<file path="config.mk">
export PLATFORM = sky130hd
export DESIGN_NAME = period_meter
export DESIGN_NICKNAME = d
export VERILOG_FILES = /design/src/rtl/period_meter.sv
export SDC_FILE = /design/constraint.sdc
export NUM_CORES = 1
export LEC_CHECK = 0
export CAP_MARGIN = 20
export CORE_UTILIZATION = 30
export DETAILED_ROUTE_END_ITERATION = 10
export GPL_TIMING_DRIVEN = 1
export PLACE_DENSITY_LB_ADDON = 0.08
export SYNTH_ARGS = -nofsm -noshare
export SYNTH_HDL_FRONTEND = slang
export SYNTH_SLANG_ARGS = --single-unit
</file>
<file path="constraint.sdc">
create_clock -name clk -period 2.2 [get_ports clk]
set_input_delay 0.44 -clock clk [delete_from_list [all_inputs] [get_ports clk]]
set_output_delay 0.44 -clock clk [all_outputs]
set_load 0.01 [all_outputs]
</file>
<file path="src/rtl/period_meter.sv">
// Period / high-time meter for a slow asynchronous square wave, counted in clk cycles.
// Synchroniser + edge detector feed a single IDLE/ARM/RUN FSM with a saturating timeout.
module period_meter #(
  parameter int unsigned      WIDTH   = 28,
  parameter logic [WIDTH-1:0] TIMEOUT = WIDTH'(200_000_000)
) (
  input  logic             clk,
  input  logic             reset,
  input  logic             enable,
  input  logic             sig_in,
  output logic [WIDTH-1:0] period,
  output logic [WIDTH-1:0] high_time,
  output logic             valid,
  output logic             locked,
  output logic             timeout
);

  typedef enum logic [1:0] {
    IDLE,
    ARM,
    RUN
  } state_t;

  state_t           state_q;
  logic             s1_q, s2_q, s3_q;
  logic [WIDTH-1:0] cnt_q, cnt_d;
  logic [WIDTH-1:0] hcap_q;
  logic [WIDTH-1:0] period_q, high_q;
  logic             valid_q, locked_q, timeout_q;
  logic             rise, fall, at_limit;

  // s3 is a history flop, so both edges see the same 3-cycle latency.
  assign rise     = s2_q & ~s3_q;
  assign fall     = ~s2_q & s3_q;
  assign at_limit = (cnt_q == TIMEOUT);

  always_comb begin
    cnt_d = cnt_q + WIDTH'(1);
  end

  always_ff @(posedge clk) begin
    if (reset) begin
      state_q   <= IDLE;
      s1_q      <= 1'b0;
      s2_q      <= 1'b0;
      s3_q      <= 1'b0;
      cnt_q     <= '0;
      hcap_q    <= '0;
      period_q  <= '0;
      high_q    <= '0;
      valid_q   <= 1'b0;
      locked_q  <= 1'b0;
      timeout_q <= 1'b0;
    end else begin
      s1_q      <= sig_in;
      s2_q      <= s1_q;
      s3_q      <= s2_q;
      valid_q   <= 1'b0;
      timeout_q <= 1'b0;
      if (!enable) begin
        state_q  <= IDLE;
        locked_q <= 1'b0;
        cnt_q    <= '0;
      end else begin
        case (state_q)
          IDLE: begin
            cnt_q   <= '0;
            state_q <= ARM;
          end
          ARM: begin
            // The first partial period is discarded; timing starts at this rise.
            if (rise) begin
              cnt_q   <= WIDTH'(1);
              hcap_q  <= '0;
              state_q <= RUN;
            end else if (at_limit) begin
              timeout_q <= 1'b1;
              locked_q  <= 1'b0;
              period_q  <= '0;
              high_q    <= '0;
              hcap_q    <= '0;
              cnt_q     <= '0;
            end else begin
              cnt_q <= cnt_d;
            end
          end
          RUN: begin
            // A rise on the timeout cycle still counts as a good measurement.
            if (rise) begin
              period_q <= cnt_q;
              high_q   <= hcap_q;
              hcap_q   <= '0;
              valid_q  <= 1'b1;
              locked_q <= 1'b1;
              cnt_q    <= WIDTH'(1);
            end else if (at_limit) begin
              timeout_q <= 1'b1;
              locked_q  <= 1'b0;
              period_q  <= '0;
              high_q    <= '0;
              hcap_q    <= '0;
              cnt_q     <= '0;
              state_q   <= ARM;
            end else begin
              cnt_q <= cnt_d;
              if (fall) begin
                hcap_q <= cnt_q;
              end
            end
          end
          default: begin
            state_q <= IDLE;
            cnt_q   <= '0;
          end
        endcase
      end
    end
  end

  assign period    = period_q;
  assign high_time = high_q;
  assign valid     = valid_q;
  assign locked    = locked_q;
  assign timeout   = timeout_q;

endmodule

</file>
==> impl_metrics.ini <==
[clock_tree]
clkTransAtPathRegs_ps = 50
cts_tree = built
post_cts_buffers = 0
clock-root-buffer = clkbuf_16
cts_htree_levels = 4
insertion_delay_ps = 420
cts-resized-gates = 0
clock_path_buffers = 2
cts_hold_buffers = 0
cts_buffers = 17
cts.sinks = 120

[power]
peakVddDrop_v = 0.000514
power_mw = 4.96
leakage_nw = 2.20
power_density_mw_per_mm2 = 843

[timing]
final-max-slew-violation-count = 0
setup_tns_ps = 0
hold_viol = 0
fmax_mhz = 499
finalClockSkew_ps = 5.71
rsz0062_at_grt = false
setup_viol = 0
tightestPinTransition_ps = 442
min_period_over_period_pct = 91.1
relSlewSlack_pct = 70.3
layout_min_cycle_time_ps = 2000

[critical_path]
cpMaxStageDelayCell = dfxtp_1
cp-end-kind = flop
cp.required_ps = 2500
worstSetupStartpointType = flop
path_class = reg -> reg
crit_path_max_fanout = 12
cp_cell_sequence = nor4_1, and4_1, nand3_2, and2_0, buf_12, a22o_1
max_stage_delay_ps = 380
worstPathArrival_ps = 2310

[detailed_routing]
dr_wl_met2_um = 4730
wl_met1_um = 4780
wl_um = 10100
dr.pass1.iters = 4
highest_layer = met4
vias = 3183
wl_met3_um = 374
drt_iter0_drc = 131
ant_nets = 0
viasPerCell = 4.78
wire_per_inst_um = 15.2
drc = 0

[layout]
post-route-util_pct = 42.0
drive_gt1_share_pct = 13.8
final_common_cell = dfxtp_1
fillCellCount = 1347
regArea_mm2 = 0.00240
multi_input_area_mm2 = 0.00172
syn_to_final_growth_pct = 35.7
finalNetCount = 484
finalNonFillerCells = 666
final_cell_mix = dfxtp_1, a22o_1, clkdlybuf4s50_1
n_antenna_cell = 0

[yosys]
synthMuxAreaShare_pct = 0.231
ys_top_cells_by_area = dfxtp_1, a22o_1, xor2_1, nor2_1, buf_6
synth-simple-area-share_pct = 13.3
syn-mean-instance-area_um2 = 11.0
synthAdderAreaFrac_pct = 2.02
synth_top_family_by_area = compound AO/OA/AOI/OAI gates
synth_cell_type_count = 39
synth_compound_area_share_pct = 19.3
synthCells = 393
synth_top_cell_by_area = dfxtp_1
ys_seq_area_share_pct = 55.5
netlist_area_mm2 = 0.00433
synth_xor_area_share_pct = 4.65
yosysTopAreaCellShare_pct = 55.5
synth_edf_count = 0
ys_ff_latch = 120
synth_ff_type = dfxtp_1
syn_nets = 404
yosys_warnings = 0
synth_async_sr_flop_share_pct = 0

[global_route]
antenna_found_initial = 0
grt_pass1_wl_um = 16300
grt_max_degree = 31
overflow = 0
track_usage_pct = 14.7
grt_pass1_vias = 3101

[place]
place_inst = 634
globalplace.congestion = 0.788
hpwl_um = 6860
io_buffer_count = 62

[floorplan]
fp.dieW_um = 122
coreArea_mm2 = 0.0140
rows = 43
dieArea_mm2 = 0.0149
ios = 63
die_h_um = 122
start_util_pct = 31.0

[run_status]
status = complete, no violations

[min_path]
hp-class = reg -> reg

[flow_run]
drv_cap = 0
==> area by class of cell <==
cell class | instances | area share (%)
Sequential cell | 120 | 40.9
Multi-Input combinational cell | 234 | 29.2
Timing Repair Buffer | 90 | 15.6
Clock buffer | 25 | 8.77
Tap cell | 180 | 3.83
Clock inverter | 7 | 1.11
Inverter | 10 | 0.638
==> power breakdown <==
part           total (mW)  internal [mW]  switching, mW  leakage (nW)
sequential           2.18           2.18        0.00259         0.967
clock                2.66           1.72          0.938         0.285
combinational       0.115         0.0449         0.0699         0.952
total                4.96           3.95           1.01          2.20
==> per-stage QoR <==
stage | area, µm² | hold WS (ps) | worst slack (ps)
after CTS | 5880 | 454 | 184
after detailed placement | 5300 | 436 | 129
after global placement | 5300 | 421 | 127
final | 5880 | 447 | 197
after floorplan | 4330 | 414 | 223
after global routing | 5880 | 465 | 4.94
==> worst paths after layout <==
check,slack (ps),end,start,depth (start not counted)
min,450,s2_q$_SDFF_PP0_,s1_q$_SDFF_PP0_,1
max,200,hcap_q[17]$_SDFFE_PP0P_,cnt_q[6]$_SDFF_PP0_,6
min reg2reg,450,s2_q$_SDFF_PP0_,s1_q$_SDFF_PP0_,1
max reg2reg,200,hcap_q[17]$_SDFFE_PP0P_,cnt_q[6]$_SDFF_PP0_,6
==> worst max-delay path, delay by kind of cell, from the launching register on <==
| family | cells | cell delay [ps] |
|---|---|---|
| simple gates | 4 | 1110 |
| flops | 1 | 380 |
| compound gates | 1 | 220 |
| buf+inv | 1 | 170 |
==> metal layers <==
metal  vias up  track usage [%]
li1       1593                -
met1      1516             18.1
met2        58             23.0
met3        16             4.40
met4         0             8.23
met5         -                0
==> Yosys cell counts, types with 2 or more instances <==
| library cell | count |
|---|---|
| clkbuf_1 | 16 |
| nor2b_1 | 4 |
| and4_1 | 4 |
| inv_1 | 10 |
| or3_1 | 2 |
| xor2_1 | 16 |
| a21oi_1 | 6 |
| dfxtp_1 | 120 |
| and3_1 | 5 |
| nor2_1 | 33 |
| a22o_1 | 85 |
| xnor2_1 | 7 |
| nand2b_1 | 2 |
| nor4_1 | 3 |
| ha_1 | 7 |
| nand4_1 | 10 |
| buf_2 | 3 |
| nand2_1 | 15 |
| buf_6 | 9 |
| a21o_1 | 3 |
| o21ai_0 | 4 |
| nor3_1 | 3 |
| nand3_1 | 10 |
==> sequential cells by signal, indices dropped and copies added (netlist names) <==
| name | cells |
|---|---|
| s3_q | 1 |
| hcap_q | 28 |
| valid | 1 |
| s2_q | 1 |
| s1_q | 1 |
| state_q | 2 |
| cnt_q | 28 |
| locked | 1 |
| period | 28 |
| timeout | 1 |
| high_time | 28 |
==> cells by family (layout without fill, tap and decap cells) <==
group                      Yosys count  count (layout)
xor gates and xnor gates            23              23
DFF                                120             120
muxes                                1               1
AOI/OAI and AO/OA                  100             100
adders and majority gates            7               7
and+or+nand+nor                    103             103
buffers and inverters               39             132
No activity file was read; power rests on OpenSTA's default activity.
==> variant 1, RTL diff (same flow settings) <==
The parameter `WIDTH` goes from 28 to 14.
--- a/src/rtl/period_meter.sv
+++ b/src/rtl/period_meter.sv
@@ -2,5 +2,5 @@
 // Synchroniser + edge detector feed a single IDLE/ARM/RUN FSM with a saturating timeout.
 module period_meter #(
-  parameter int unsigned      WIDTH   = 28,
+  parameter int unsigned      WIDTH   = 14,
   parameter logic [WIDTH-1:0] TIMEOUT = WIDTH'(200_000_000)
 ) (
Ports: changed (resized high_time and period); port bits go from 63 to 35. The function was not compared with the original's and may differ.
==> variant 1 against the unedited design <==
Synthesized cell count is 38% lower; critical path depth did not move; global-route usage down 0.54 points; synthesized area down 43%; final area is 46% lower; highest routed layer unchanged; sequential cell count shrank 56; worst setup slack improved by 130 ps; routed wire length shrank 46%; count of clock-buffer cells in the layout decreased by 16; critical path type unchanged; largest power group is now registers; power shrank 50%.
==> variant 1: results (changes against the unedited design) <==
| Metric | Value |
|---|---|
| Buffers added on ports | 34 (-45%) |
| Gr ovfl total | 0 (unchanged) |
| Avg WL per Cell | 13.8 um (-9.0%) |
| Initial antenna violation count | 0 (unchanged) |
| Crit path max-delay family | compound AO/OA/AOI/OAI gates |
| H-tree depth | 3 (-1) |
| Wl on met1 | 2.97 mm (-38%) |
| Vias/cell | 4.54 (-5.1%) |
| Crit path arrival time | 2100 ps (-210 ps) |
| Fin Clk Skew | 10.1 ps (+4.42 ps) |
| Synth area leaders | dfxtp_1 (52%), o2bb2ai_1 (5.3%), a22o_1 (5.0%) |
| Drt first pass iters | 6 (+2) |
| Layout net count | 302 (-38%) |
| Register area share after synthesis | 51.9% (-3.6 points) |
| WL met3 | 170 um (-55%) |
| DPL Wire Length | 3.89 mm (-43%) |
| Met2 WL | 2.26 mm (-52%) |
| GP Congestion | 0.741 (-5.9%) |
| Reg clk slew, reported paths | 70 ps (+20 ps) |
| Post-Place Worst Slack | 174 ps (+45.1 ps) |
| First-pass GRT wire length | 9.17 mm (-44%) |
| Most instantiated cells after synthesis | dfxtp_1 (64), nand2_1 (27), nor2_1 (19) |
| Synth unique cells | 35 (-10%) |
| CP peak stage delay | 380 ps (about the same) |
| Largest net degree at the start of global routing | 19 (-39%) |
| Syn_nets | 253 (-37%) |
| Worst hold path type | flip-flop to flip-flop |
| Layout cells sized above 1 | 13.9% (+0.065 points) |
| CTS Buffer Depth | 2 (unchanged) |
| Root buf cell | clkbuf_8 |
| Num CTS Buffers | 9 (-8) |
| Post-CTS setup buffer count | 0 (unchanged) |
| Routed via count | 1,806 (-43%) |
| Resized Gates After CTS | 0 (unchanged) |
| Iteration-0 DRC Markers | 67 (-49%) |
| Dpl cells | 382 (-40%) |
| Slowest CP cell | o311a_1 |
| Status | finished, final reports clean |
| DR top layer | met4 |
| Leakage | 0.00117 uW (-47%) |
| Switching power total | 667 uW (-34%) |
| Insertion delay to the later sink of the worst-skew pair | 340 ps (-80 ps) |
| Tot GR Track Use | 14.2% (-0.54 points) |
| Peak supply drop | 0.000287 V (-44%) |
| Ant diodes | 0 (unchanged) |
| Ys async rst share | 0% (unchanged) |
| Post-synthesis cell count | 242 (-38%) |
| Worst-Margin Slew | 358 ps (-84.7 ps) |
| CP Max Fanout | 18 (+6) |
| Yosys warnings | 0 (unchanged) |
==> variant 1: cell count changes after synthesis, sizes merged, moves of 9 or more <==
cell	delta
a22o	-71
a2bb2o	+9
clkbuf	-9
dfxtp	-56
nand2	+12
nor2	-14
o2bb2ai	+15
xor2	-13
==> variant 1: logic make-up (layout without fill, tap and decap cells) <==
group | after synthesis | count (layout) | synth area share, %
buffers and inverters | 23 | 77 | 5.17
flip-flops | 64 | 64 | 51.9
AO/OA/AOI/OAI | 56 | 56 | 18.8
AND/OR/NAND/NOR | 80 | 80 | 16.3
XOR/XNOR | 12 | 12 | 4.26
adder cells (fa/ha/maj) | 7 | 7 | 3.55
==> variant 1: final timing paths <==
check / to / slack (ps) / depth (start not counted) / startpoint
worst max register to register: period[6] / 330 / 6 / state_q[0]
worst min-delay path: s2_q / 450 / 1 / s1_q
worst min register to register: s2_q / 450 / 1 / s1_q
worst max-delay path: period[6] / 330 / 6 / state_q[0]
==> variant 1: layout make-up <==
cell class	instances	area [um2]
Tap cell	102	128
Clock buffer	9	124
Inverter	9	33.8
Clock inverter	7	72.6
Sequential cell	64	1280
Timing Repair Buffer	52	475
Fill cell	812	4670
Multi-Input combinational cell	155	1060
==> variant 1: metal layers <==
| metal | vias to the layer above | track usage, % |
|---|---|---|
| li1 | 949 | - |
| met1 | 827 | 20.0 |
| met2 | 24 | 19.8 |
| met3 | 6 | 4.02 |
| met4 | 0 | 6.54 |
| met5 | - | 0 |
==> variant 1: power groups by stage <==
stage               registers (uW)  clock network (uW)  logic, uW
finish                        1190                 992        297
global route                  1200                1080        338
CTS                           1190                1020        300
global placement              1220                   0        302
floorplan                     1220                   0        211
detailed placement            1220                   0        300
==> variant 1: through the flow <==
| step | area, um2 | hold slack, ps | power [uW] | utilization, % |
|---|---|---|---|---|
| 6_report | 3170 | 447 | 2480 | 40.4 |
| 4_1_cts | 3170 | 455 | 2510 | 40.4 |
| 2_1_floorplan | 2470 | 414 | 1430 | - |
| 3_5_place_dp | 2980 | 429 | 1520 | 37.9 |
| 5_1_grt | 3170 | 466 | 2620 | 40.4 |
| 3_3_place_gp | 2980 | 425 | 1520 | 37.9 |
==> variant 2, RTL diff (same settings) <==
Made on the original files. Encoding of `state_t`: now one-hot (3 bits for 3 states).
--- a/src/rtl/period_meter.sv
+++ b/src/rtl/period_meter.sv
@@ -16,8 +16,8 @@
 );
 
-  typedef enum logic [1:0] {
-    IDLE,
-    ARM,
-    RUN
+  typedef enum logic [2:0] {
+    IDLE = 3'b001,
+    ARM  = 3'b010,
+    RUN  = 3'b100
   } state_t;
 
Formal check against the unedited RTL: no difference found for any inputs over 4 cycles, from zero or initial values and one cycle with reset high; so few cycles prove little.
==> variant 2 against the unedited design <==
Routed wire length grew 60%; first-iteration DRC count grew to 2.8 times the old value; synthesized cell count grew 59%; via count grew 61%; synthesized area grew 26%; final area grew 22%; final cell count grew 40%; worst setup slack lost 76 ps; power grew 9.5%; clock skew grew 0.85 ps; maximum frequency shrank 3.6%; count of clock-buffer cells in the layout is the same; sequential cell count grew 1; critical path type unchanged; critical endpoint is now hcap_q[19]; largest cell class is now multi-input gates.
==> variant 2: results (changes against the unedited design) <==
| Metric | Value |
|---|---|
| Core Box Area | 17,500 um2 (+25%) |
| Largest net degree at the start of global routing | 37 (+19%) |
| DPL Wire Length | 10.5 mm (+53%) |
| Post-synthesis cell count | 625 (+59%) |
| Tot GR Track Use | 17.8% (+3.1 points) |
| CP Max Fanout | 27 (+15) |
| Leakage | 0.00225 uW (+1.9%) |
| Layout cells sized above 1 | 12.5% (-1.3 points) |
| First-pass GRT wire length | 25.4 mm (+56%) |
| Seq/total area | 33.9% (-7.0 points) |
| Post-DP Area | 6500 um2 (+23%) |
| CP peak stage delay | 360 ps (-20 ps) |
| Inverters | 35 (+25) |
| GP Congestion | 0.863 (+9.5%) |
| Logic gate share of total power | 2.7% (+0.4 points) |
| Post-Place Worst Slack | -3.78 ps (-133 ps) |
| Met2 WL | 6.56 mm (+39%) |
| Data buffer area share | 14.9% (-0.68 points) |
| Most instantiated cells after synthesis | dfxtp_1 (121), nand2_1 (92), a32oi_1 (56) |
| Non-filler cells, final | 930 (+40%) |
| Iteration-0 DRC Markers | 368 (+180%) |
| Global Route met3 Usage | 3.74% (-0.66 points) |
| Seq cells | 121 (+0.83%) |
| WL met3 | 677 um (+81%) |
| Sequential power share | 40.6% (-3.4 points) |
| Status | finished, final reports clean |
| Fillers | 1,716 (+27%) |
| Worst-Margin Slew | 480 ps (+38.2 ps) |
| GRT met1 Usage | 26.8% (+8.8 points) |
| Clock-cell share | 9.10% (-0.78 points) |
| Vias/cell | 5.50 (+15%) |
| Fin Clk Skew | 6.56 ps (+0.847 ps) |
| Synth area leaders | dfxtp_1 (45%), a32oi_1 (9.0%), nand2_1 (6.3%) |
| Multi-In Gates | 407 (+74%) |
| Met2 Track Usage GR | 24.1% (+1.2 points) |
| Bufs w/o clock | 110 (+22%) |
| Peak supply drop | 0.000541 V (+5.4%) |
| Setup ws final | 121 ps (-75.8 ps) |
| Register area share after synthesis | 44.5% (-11 points) |
| Wl on met1 | 8.62 mm (+80%) |
==> variant 2: changes by cell type in the layout (fill, tap and decap cells not counted), sizes merged, moves of 16 or more <==
cell     change
o221ai      +28
xor2        -16
o2111ai     +28
nor2        -19
a22o        -85
a32oi       +56
buf         +20
nand2       +77
inv         +25
o21ai       +63
==> variant 2: cell families (layout without fill, tap and decap cells) <==
family | count (synthesis) | count (layout) | share of synthesized area [%]
xor+xnor | 12 | 12 | 1.93
fa+ha+maj | 3 | 3 | 0.690
compound gates | 213 | 213 | 28.4
flops | 121 | 121 | 44.5
buf+inv | 97 | 177 | 8.11
simple gates | 179 | 179 | 16.4
==> variant 2: worst paths after layout <==
check | start | end | slack [ps] | cells past startpoint
min | s1_q | s2_q | 460 | 1
max | cnt_q[1] | hcap_q[19] | 120 | 7
min reg2reg | s1_q | s2_q | 460 | 1
max reg2reg | cnt_q[1] | hcap_q[19] | 120 | 7
